[config.mk]
export PLATFORM = sky130hd
export DESIGN_NAME = apb_slave_mem
export DESIGN_NICKNAME = d
export VERILOG_FILES = /design/src/rtl/apb_slave_mem.sv
export SDC_FILE = /design/constraint.sdc
export NUM_CORES = 1
export LEC_CHECK = 0
export BUFFER_PORTS_ARGS = -buffer_cell sky130_fd_sc_hd__buf_2
export CORE_MARGIN = 2
export CORE_UTILIZATION = 41
export CTS_BUF_LIST = sky130_fd_sc_hd__clkbuf_8
export DETAILED_ROUTE_END_ITERATION = 6
export GPL_ROUTABILITY_DRIVEN = 0
export PLACE_DENSITY_LB_ADDON = 0.2
export SETUP_SLACK_MARGIN = 0.2
export SLEW_MARGIN = 20
export SYNTH_ARGS = -nofsm -noshare
export SYNTH_HDL_FRONTEND = slang
export SYNTH_SLANG_ARGS = --single-unit
[constraint.sdc]
create_clock -name hclk -period 20.6 [get_ports hclk]
set_input_delay 2.06 -clock hclk [delete_from_list [all_inputs] [get_ports hclk]]
set_output_delay 2.06 -clock hclk [all_outputs]
set_load 0.01 [all_outputs]
[src/rtl/apb_slave_mem.sv]
// APB completer with a DEPTH x 32 register bank, programmable wait states,
// out-of-range error response and a sticky protocol-violation flag.
module apb_slave_mem #(
   parameter int unsigned DEPTH       = 16,
   parameter int unsigned WAIT_STATES = 0
) (
   input  logic        hclk,
   input  logic        hreset,
   input  logic        psel,
   input  logic        penable,
   input  logic        pwrite,
   input  logic [31:0] paddr,
   input  logic [31:0] pwdata,
   output logic [31:0] prdata,
   output logic        pready,
   output logic        pslverr,
   output logic        prot_err,
   output logic [15:0] xfer_cnt
);

   localparam int unsigned AW = (DEPTH > 1) ? $clog2(DEPTH) : 1;

   typedef enum logic {IDLE, ACCESS} state_t;

   state_t        state, state_nxt;
   logic [3:0]    ctr;
   logic          err_l;
   logic          wr_l;
   logic [AW-1:0] idx_l;
   logic [31:0]   wdata_l;
   logic [31:0]   mem [DEPTH];

   logic          setup, tick, complete, viol;
   logic          addr_oor;
   logic [AW-1:0] idx;
   logic          unused_addr;

   assign addr_oor    = (paddr[31:2] >= 30'(DEPTH));
   assign idx         = paddr[AW+1:2];
   assign unused_addr = ^paddr[1:0];

   always_comb begin
      state_nxt = state;
      pready    = 1'b0;
      pslverr   = 1'b0;
      setup     = 1'b0;
      tick      = 1'b0;
      complete  = 1'b0;
      viol      = 1'b0;
      case (state)
         IDLE: begin
            if (psel && !penable) begin
               setup     = 1'b1;
               state_nxt = ACCESS;
            end else if (psel && penable) begin
               viol = 1'b1;
            end
         end
         ACCESS: begin
            if (!psel || !penable) begin
               // Abort, then treat this same cycle as an IDLE cycle (may be a new setup).
               viol      = 1'b1;
               state_nxt = IDLE;
               if (psel && !penable) begin
                  setup     = 1'b1;
                  state_nxt = ACCESS;
               end
            end else if (ctr != 4'd0) begin
               tick = 1'b1;
            end else begin
               pready    = 1'b1;
               pslverr   = err_l;
               complete  = 1'b1;
               state_nxt = IDLE;
            end
         end
         default: state_nxt = IDLE;
      endcase
   end

   always_ff @(posedge hclk or posedge hreset) begin
      if (hreset) begin
         state    <= IDLE;
         ctr      <= '0;
         err_l    <= 1'b0;
         wr_l     <= 1'b0;
         idx_l    <= '0;
         wdata_l  <= '0;
         prdata   <= '0;
         prot_err <= 1'b0;
         xfer_cnt <= '0;
         for (int unsigned i = 0; i < DEPTH; i++) begin
            mem[i] <= '0;
         end
      end else begin
         state <= state_nxt;
         if (viol) begin
            prot_err <= 1'b1;
         end
         if (setup) begin
            idx_l   <= idx;
            wr_l    <= pwrite;
            wdata_l <= pwdata;
            err_l   <= addr_oor;
            ctr     <= 4'(WAIT_STATES);
            if (!pwrite) begin
               prdata <= addr_oor ? '0 : mem[idx];
            end
         end else if (tick) begin
            ctr <= ctr - 4'd1;
         end
         if (complete) begin
            if (wr_l && !err_l) begin
               mem[idx_l] <= wdata_l;
            end
            xfer_cnt <= xfer_cnt + 16'd1;
         end
      end
   end

endmodule

==> flow_metrics.env <==
export IMPL_fin_crit_sh=0.250
export IMPL_drive_gt1_frac=0.532
export IMPL_vias_per_cell=5.54
export IMPL_tightest_slew_ns=1.05
export IMPL_drtIter0Drc=842
export IMPL_clkSinkCount=604
export IMPL_crit_chain="buf_2 -> and3_1 -> nand2_1 -> inv_1 -> buf_2"
export IMPL_synth_commonest_cells="dfrtp_1, mux2_2, mux4_2, clkbuf_1, a22oi_1"
export IMPL_antenna_found_initial=0
export IMPL_syn_inst=1665
export IMPL_grt_ovfl_total=0
export IMPL_dr_wl_met2_mm=30.9
export IMPL_grt_pass1_vias=16200
export IMPL_start_util=0.416
export IMPL_finalPower_mw=2.43
export IMPL_grt_start_max_net_pins=168
export IMPL_hp_start="xfer_cnt[15]$_DFFE_PP0P_"
export IMPL_hold_end="xfer_cnt[15]$_DFFE_PP0P_"
export IMPL_first_pass_iters=5
export IMPL_hold_path_class="reg -> reg"
export IMPL_rsz0062_at_grt="false"
export IMPL_yosys_top_cells_area="dfrtp_1, mux2_2, mux4_2"
export IMPL_row_count=92
export IMPL_r2r_end="mem[127]$_DFFE_PP0P_"
export IMPL_clk_latency_ns=0.70
export IMPL_grt_first_pass_wirelength_mm=101
export IMPL_yosysMostFrequentCell="dfrtp_1"
export IMPL_maxSlewHeadroom=0.297
export IMPL_worstSetupStartpointType="input pin"
export IMPL_synth_nets=1736
export IMPL_fill_cells=5587
export IMPL_yosysSeqAreaShare=0.574
export IMPL_syn_to_final_growth_pct=13.1
export IMPL_cts_root_buffer_cell="clkbuf_8"
export IMPL_yosys_warnings=0
export IMPL_cts_htree_levels=3
export IMPL_cp_arrival_ns=3.09
export IMPL_ys_types=33
export IMPL_dpl_hpwl_mm=35.3
export IMPL_setup_ws_ns=15.45
export IMPL_layout_nets=1851
export IMPL_reg2reg_depth=7
export IMPL_path_class="in -> out"
export IMPL_finalHoldViolations=0
export IMPL_cts_resized=0
export IMPL_m1WireLength_mm=29.7
export IMPL_cts_made_buffers=104
export IMPL_routed_via_count=15000
export IMPL_final_setup_skew_ns=0.0283
export IMPL_fmax_mhz=194
export IMPL_drt_total_wl_mm=64.7
export IMPL_synthFlopType="dfrtp_1"
export IMPL_synth_async_reset_ratio=1.00
export IMPL_die_w_um=258
export IMPL_end_kind="output pin"
export IMPL_cts_setup_buffers=0
export IMPL_ant_nets=0
export IMPL_holdBufCountCts=0
export IMPL_dpl_worst_slack_ns=15.23
export IMPL_reg2reg_from="ctr[0]$_DFFE_PP0P_"
export IMPL_vdd_ir_drop_max_mv=0.0372
export IMPL_holdPathStages=1
export IMPL_drv_cap=0
export IMPL_slowest_stage="nand2_1"
export IMPL_status="finished, final reports clean"
export IMPL_syn_avg_cell_area_sq_um=15.8
export IMPL_core_area_sq_mm=0.0633
export IMPL_boundaryPins=120
export IMPL_wl_met3_mm=2.99
export IMPL_ff2ff_setup_slack_ns=17.16
export IMPL_critPathMaxStageDelay_ns=0.24
export IMPL_synth_edff_count=0
export IMPL_setup_tns_ns=0
export IMPL_dieArea_sq_mm=0.0663
export IMPL_synth_top_area_share=0.574
export IMPL_ys_ff_latch=604
export IMPL_tritoncts="done"
export IMPL_drv_slew=0
export IMPL_grt_usage=0.200
export IMPL_highest_layer="met4"
export IMPL_synth_area_leader_cell="dfrtp_1"
export IMPL_crit_path_max_fanout=8
export IMPL_wl_per_cell_um=24.0
export IMPL_p_leak_nw=14.8
export IMPL_die_h_um=258
export IMPL_crit_top_cell="buf_2"
export IMPL_fin_crit_ns=5.15
export IMPL_powerDensity_mw_per_mm2=81.4
export IMPL_portBuffers=117
export IMPL_final_setup_viol_count=0
export IMPL_clk_pin_slew_ns=0.06
export IMPL_num_antenna_cells=0
export IMPL_clockBufferDepth=3
export IMPL_critical_path_required_ns=18.54
export IMPL_synth_area_sq_mm=0.0263
export IMPL_drc=0
cells in the final DEF (no fill, tap or decap), types with 6 or more instances in the layout:
cell,synthesis,routed
a22o_1,32,32
dfrtp_1,604,604
nand2_1,51,43
nand4_1,10,10
clkbuf_8,0,128
inv_1,4,42
xor2_1,7,7
mux4_2,128,128
a22oi_1,64,64
clkinvlp_4,0,6
buf_4,0,30
nor2_1,11,8
nand3_1,8,7
mux2_2,544,544
xnor2_1,10,10
buf_2,30,115
nor4_1,8,8
nand2_2,0,8
area by class of cell:
cell class                 count  area [sq um]  share of cell area
clock buffer                 127          1750              0.0587
inverter                       4          22.5            0.000756
multi-input combinational    917         10700               0.361
clock inverter                53           245             0.00823
sequential                   604         15100               0.507
tap                          846          1060              0.0355
timing repair buffer         149           857              0.0288
through the flow:
stage	instances	hold WS [ns]	util	area [sq um]
2_1_floorplan	1665	0.453	-	26300
3_3_place_gp	2520	0.461	0.439	27800
3_5_place_dp	2520	0.466	0.439	27800
4_1_cts	2700	0.475	0.471	29800
5_1_grt	2700	0.488	0.471	29800
6_report	2700	0.465	0.471	29800
routing by layer:
layer  GRT usage  vias to the layer above
li1            -                     6461
met1       0.285                     8099
met2       0.318                      305
met3      0.0359                       91
met4      0.0562                        0
met5           0                        -
cells by family (layout without fill, tap and decap cells):
group / count (synthesis) / count (layout) / share of synthesized area
mux: 678 / 678 / 0.344
flops: 604 / 604 / 0.574
xor+xnor: 17 / 17 / 0.00565
buf+inv: 144 / 333 / 0.0219
simple gates: 119 / 119 / 0.0233
fa+ha+maj: 2 / 2 / 0.000950
compound gates: 101 / 101 / 0.0301
where the power goes:
group	leakage [nW]	internal [mW]	total [mW]	switching, mW
clock network	1.16	0.553	1.04	0.485
logic	5.32	0.0456	0.127	0.0817
registers	8.34	1.21	1.26	0.0534
total	14.8	1.80	2.43	0.620
worst max path at each step:
stage                 from  depth (start not counted)                     end  slack [ns]
global placement    hreset                          5    mem[198]$_DFFE_PP0P_       15.33
detailed placement  hreset                          5  wdata_l[6]$_DFFE_PP0N_       15.23
floorplan           hreset                          1      ctr[0]$_DFFE_PP0P_        1.63
CTS                   psel                          5                  pready       15.47
global route          psel                          5                  pready       15.35
finish                psel                          5                  pready       15.45
flip-flops by register name (all words and copies together), names as in the netlist:
signal / count
err_l: 1
ctr: 4
wdata_l: 32
mem: 512
prot_err: 1
idx_l: 4
wr_l: 1
prdata: 32
state: 1
xfer_cnt: 16
critical path, delay by kind of cell:
| kind | cells | cell delay [ns] |
|---|---|---|
| buffers and inverters | 3 | 0.55 |
| AND/OR/NAND/NOR | 2 | 0.47 |
(Power assumes the default switching activity.)
